`src/rtl/fetch_queue_pkg.sv`:
```
// fetch_queue_pkg: fetch queue entry layout and default geometry
package fetch_queue_pkg;
    typedef struct packed {
        logic [31:0] pc;
        logic [31:0] inst;
    } fetch_queue_entry_t;
    localparam int FQ_DEPTH  = 8;
    localparam int FQ_IN_NUM = 2;
    localparam int FQ_DATA_W = $bits(fetch_queue_entry_t);
endpackage

```
`src/rtl/fetch_queue.sv`:
```
// fetch_queue: multi-push single-pop circular buffer between fetch and decode
module fetch_queue
    import fetch_queue_pkg::*;
#(
    parameter int DEPTH  = FQ_DEPTH,
    parameter int IN_NUM = FQ_IN_NUM,
    parameter int DATA_W = FQ_DATA_W
) (
    input  logic                       clk,
    input  logic                       rst_n,
    input  logic                       flush,
    input  logic [IN_NUM-1:0]          in_valid,
    input  logic [IN_NUM*DATA_W-1:0]   in_data,
    output logic                       in_rdy,
    output logic                       out_valid,
    output logic [DATA_W-1:0]          out_data,
    input  logic                       out_rdy,
    output logic [$clog2(DEPTH):0]     count
);
    localparam int PW = $clog2(DEPTH) + 1;
    localparam int AW = PW - 1;
    logic [PW-1:0] head, tail, k;
    logic [DATA_W-1:0] mem [DEPTH];
    logic push, pop;
    always_comb begin
        k = '0;
        for (int i = 0; i < IN_NUM; i++) k = k + PW'(in_valid[i]);
    end
    assign count     = tail - head;
    assign in_rdy    = !flush && (PW'(DEPTH) - count) >= PW'(IN_NUM);
    assign out_valid = !flush && count != '0;
    assign out_data  = mem[head[AW-1:0]];
    assign push      = in_rdy && |in_valid;
    assign pop       = out_valid && out_rdy;
    // storage is intentionally unreset; pointers alone define validity
    always_ff @(posedge clk) begin
        for (int i = 0; i < IN_NUM; i++)
            if (push && in_valid[i]) mem[tail[AW-1:0] + AW'(i)] <= in_data[i*DATA_W +: DATA_W];
    end
    always_ff @(posedge clk or negedge rst_n) begin
        if (!rst_n) begin
            head <= '0;
            tail <= '0;
        end else if (flush) begin
            head <= '0;
            tail <= '0;
        end else begin
            tail <= push ? tail + k : tail;
            head <= pop ? head + PW'(1) : head;
        end
    end
    a_contig: assert property (@(posedge clk) disable iff (!rst_n)
        (in_valid & (in_valid + IN_NUM'(1))) == '0);
endmodule
```
`config.mk`:
```
export PLATFORM = sky130hd
export DESIGN_NAME = fetch_queue
export DESIGN_NICKNAME = d
export VERILOG_FILES = /design/src/rtl/fetch_queue_pkg.sv /design/src/rtl/fetch_queue.sv
export SDC_FILE = /design/constraint.sdc
export NUM_CORES = 1
export LEC_CHECK = 0
export ABC_CLOCK_PERIOD_IN_PS = 9650
export CORE_ASPECT_RATIO = 1.25
export CORE_MARGIN = 5
export CORE_UTILIZATION = 56
export CTS_BUF_LIST = sky130_fd_sc_hd__clkbuf_2 sky130_fd_sc_hd__clkbuf_4 sky130_fd_sc_hd__clkbuf_8
export CTS_CLUSTER_SIZE = 25
export DETAILED_ROUTE_END_ITERATION = 12
export DONT_BUFFER_PORTS = 1
export GPL_TIMING_DRIVEN = 0
export PLACE_DENSITY = 0.71
export SLEW_MARGIN = 20
export SYNTH_ARGS = -nofsm -noshare
export SYNTH_HDL_FRONTEND = slang
export SYNTH_SLANG_ARGS = --single-unit
```
`constraint.sdc`:
```
create_clock -name clk -period 9.65 [get_ports clk]
set_input_delay 2.4125 -clock clk [delete_from_list [all_inputs] [get_ports clk]]
set_output_delay 2.4125 -clock clk [all_outputs]
set_load 0.01 [all_outputs]
```
# Word-level counts from Yosys, hierarchy flattened
# Memories as Yosys holds them, arrays and structs flattened.
# Index checks and enable logic that the tools add are counted.
[op_classes]
order_cmp = 1
n_eq_ne = 0
shift = 0
n_reduce_logical = 11
div_mod_pow = 0
bitwise = 0
n_mux = 8
add_sub_neg = 6
n_mul = 0
[ops]
columns = ["cell", "n"]
rows = [
  ["2-to-1 mux 4 bit", 4],
  ["logical AND 1 bit", 6],
  ["adder 4 x 1 -> 4 bit, second input constant", 1],
  ["adder 4 x 2 -> 4 bit", 1],
  ["greater-or-equal comparator 4 x 2 -> 1 bit, second input constant", 1],
  ["2-to-1 mux 1 bit", 4],
  ["nonzero test 2 bit", 2],
  ["nonzero test 4 bit", 1],
  ["subtractor 4 bit", 1],
  ["subtractor 4 bit, first input constant", 1],
  ["adder 3 x 1 -> 3 bit, second input constant", 1],
  ["adder 1 x 1 -> 2 bit", 1],
  ["OR reduction 2 bit", 1],
  ["zero test 1 bit", 1],
]
[totals]
word_cells = 29
memories = 1
mem_bits_ro = 0
latch_bits = 0
reg_bits = 8
mem_bits_rw = 512
[memory_table]
columns = ["memory", "words", "width", "read_ports", "rd_ports_with_merged_regs", "write_ports", "line_no", "rtl"]
rows = [
  ["mem", 8, 64, 1, 0, 2, "fetch_queue.sv:23", "logic [DATA_W-1:0] mem [DEPTH];"],
]

# Depth between registers and ports, before layout
[depth]
ltp_word = 8
depth_mapped = 11

# Least setup slack after synthesis
# No wires, ideal clock.
[synth_timing]
kind = "input to register"
startpoint = "input in_valid[1]"
endpoint = "memory mem[5][0] (netlist name), enable pin"
arrival_time_ps = 7557
setup_time_ps = 582
path_buffers = 1
stages = 3
slack_ps = 1511
cell_sequence = "clkbuf_1 -> nand3_1 -> a211oi_1"
[synth_lines]
columns = ["element", "line_no", "rtl"]
rows = [
  ["start: declaration", "fetch_queue.sv:12", "input logic [IN_NUM-1:0] in_valid,"],
  ["end: declaration", "fetch_queue.sv:23", ""],
]

# Worst setup path in the final report
[layout_timing]
startpoint = "register head[1]"
endpoint = "output in_rdy"
[layout_via]
elab_chain_cells = 4
[layout_rtl]
columns = ["element", "line_no", "rtl"]
rows = [
  ["start: declaration", "fetch_queue.sv:22", "logic [PW-1:0] head, tail, k;"],
  ["start signal: assignment", "fetch_queue.sv:49", "head <= pop ? head + PW'(1) : head;"],
  ["subtractor 4 bit", "fetch_queue.sv:29", "assign count = tail - head;"],
  ["subtractor 4 bit", "fetch_queue.sv:30", "assign in_rdy = !flush && (PW'(DEPTH) - count) >= PW'(IN_NUM);"],
  ["greater-or-equal comparator 4 x 2 -> 1 bit", "fetch_queue.sv:30", ""],
  ["logical AND 1 bit", "fetch_queue.sv:30", ""],
  ["end: declaration", "fetch_queue.sv:14", "output logic in_rdy,"],
]
# No other way between the ends.

==> run_results.csv <==
group,metric,value,unit
sta,fmax,133,MHz
placed_design,port_buffers,0,
die,die_h,253,um
placed_design,gp_congestion,0.801,
flow_run,cap_violations,0,
route,first_iter_violations,1064,
pwr,p_leak,0.00986,uW
pwr,ir_drop,0.000164,V
global_route,grt_pass1_wl,102000,um
route,dr.pass1.iters,5,
critical_path,crit_type,"register to output port",
cts,post-cts-setup-buffers,0,
global_route,grt_antenna_before_repair,1,
cts,ctsHoldBuffers,0,
die,die_w,204,um
final_layout,finalCoreUtilization,0.630,
sta,slew_headroom,0.286,
cts,htree_levels,3,
route,drc_errors,0,
cts,cts_resized,0,
final_layout,final_cell_mix,"edfxtp_1 (512), mux2_2 (492), nand2_1 (197), mux4_2 (128), clkbuf_8 (84)",
sta,hold_violations,0,
sta,finalSetupViolCount,0,
outcome,status,"completed",
yosys,synth_edf_count,512,
worst_hold_path,min_from,"head[3]",
sta,skew,0.0322,ns
sta,finalCritPeriodShare,0.777,
cts,clkLatencyLatePin,0.68,ns
sta,tightest_slew,1.07,ns
yosys,yosys_warnings,0,
critical_path,r2r_slack,4.00,ns
placed_design,place_hpwl,46700,um
critical_path,end_kind,"output port",
final_layout,drive_gt1_frac,0.503,
cts,cts_tree,"yes",
final_layout,layout_commonest_cell,"edfxtp_1",
route,routed_via_density,6.17,
die,coreArea,46900,sq um
critical_path,cp.arrival,5.09,ns
cts,cts-root-buf,"clkbuf_8",
yosys,netlist_area,26400,sq um
yosys,ys_seq_elements,520,
critical_path,cp_max_fo,10,
route,wl_per_cell,28.2,um
pwr,powerDensity,250,nW/um^2
sta,post-route-min-period,7.50,ns
cts,cts_sinks,520,
route,wirelength,68500,um
sta,final_max_slew_viol_count,0,
final_layout,layout.nets,1869,
yosys,yosysUniqueCellTypes,48,
yosys,yosys_most_used_dff,"edfxtp_1",
critical_path,r2r-start,"head[1]",
critical_path,cp.required,7.24,ns
worst_hold_path,hold_class,"register to register",
die,io_pins,204,
die,start_util,0.563,
sta,timing.hold.ws,0.596,ns
route,vias,15000,
global_route,grt_use_total,0.266,
yosys,syn-num-nets,1711,
critical_path,critPathLaunchType,"register",
die,core.rowCount,89,
cts,clockBufferDepth,3,
yosys,async_reset_ff_frac,0.0154,
yosys,ys_seq_area_frac,0.590,
cts,cts_buffers,82,
global_route,first_global_vias,16000,
sta,rsz0062_at_grt,"no",
global_route,gr-total-overflow,0,
critical_path,crit_start,"head[1]",
yosys,syn_avg_cell_area,16.8,sq um
route,antenna_left,0,
global_route,grt_max_degree,12,
cts,clk_pin_slew,0.06,ns
yosys,netlist_instances,1567,
final_layout,area_growth,11.9,%
die,fp.dieArea,51600,sq um
==> synthesized netlist by cell type (6+ instances only) <==
| cell type | n | area share |
|---|---|---|
| a21oi_1 | 9 | 0.0017 |
| buf_1 | 12 | 0.0017 |
| buf_2 | 24 | 0.0046 |
| buf_4 | 6 | 0.0017 |
| buf_6 | 18 | 0.0077 |
| clkbuf_1 | 39 | 0.0055 |
| dfrtp_1 | 8 | 0.0076 |
| edfxtp_1 | 512 | 0.58 |
| ha_1 | 8 | 0.0038 |
| inv_1 | 8 | 0.0011 |
| mux2_1 | 22 | 0.0094 |
| mux2_2 | 492 | 0.21 |
| mux4_2 | 128 | 0.11 |
| nand2_1 | 197 | 0.028 |
| nor2_1 | 9 | 0.0013 |
| nor3_1 | 9 | 0.0017 |
==> flip-flops by register name, indices dropped and copies added (netlist names) <==
signal  count
head        4
tail        4
mem       512
==> metal layers <==
| metal | track usage | share of wire |
|---|---|---|
| met1 | 0.324 | 0.37 |
| met2 | 0.466 | 0.52 |
| met3 | 0.0720 | 0.079 |
| met4 | 0.0802 | 0.023 |
| met5 | 0 | 0 |
==> logic make-up after synthesis <==
family          Yosys count  share of synthesized area
flops                   520                      0.590
compound gates           32                     0.0102
fa+ha+maj                10                    0.00531
mux                     644                      0.329
simple gates            246                     0.0389
xor+xnor                  7                    0.00375
buf+inv                 108                     0.0225
==> worst max-delay path, cell delays in order (launching register included) <==
cell	delay (ns)
dfrtp_1	0.41
clkbuf_1	0.34
clkbuf_1	0.63
clkbuf_1	0.72
inv_1	0.10
ha_1	0.31
nand3b_1	0.10
and2_2	0.22
xor3_1	0.47
nor2_1	0.84
nor2_1	0.28
==> final timing paths <==
kind | to | depth (start not counted)
setup / recovery | in_rdy | 10
hold reg to reg | head[3] | 2
hold / removal | head[3] | 2
setup reg to reg | mem[4][41] | 15
max in group asynchronous | tail[2] | 0
min in group asynchronous | head[3] | 0
==> layout make-up <==
cell class                 instances  area [sq um]
multi-input combinational        939         10300
antenna                            1          2.50
inverter                           9          33.8
clock buffer                     125          1460
clock inverter                    23           118
fill                            3460         17400
tap                              637           797
buffer                            99           566
sequential                       520         15600
timing repair buffer              74           694
==> where the power goes <==
group          switching (uW)  internal [uW]
sequential               72.4           2900
clock                     865            967
combinational            1520           1060
total                    2450           4930
==> per-stage QoR <==
| step | area, sq um | worst slack, ns | TNS (ns) | power [uW] | cells |
|---|---|---|---|---|---|
| after floorplan | 26400 | 1.51 | 0 | 4850 | 1567 |
| after global placement | 27200 | -4.73 | -2023.67 | 5540 | 2204 |
| after detailed placement | 27900 | 2.81 | 0 | 5620 | 2278 |
| after CTS | 29500 | 2.11 | 0 | 7450 | 2426 |
| after global routing | 29500 | 1.86 | 0 | 7730 | 2427 |
| final | 29500 | 2.15 | 0 | 7390 | 2427 |
No activity file was read; power rests on OpenSTA's default activity.
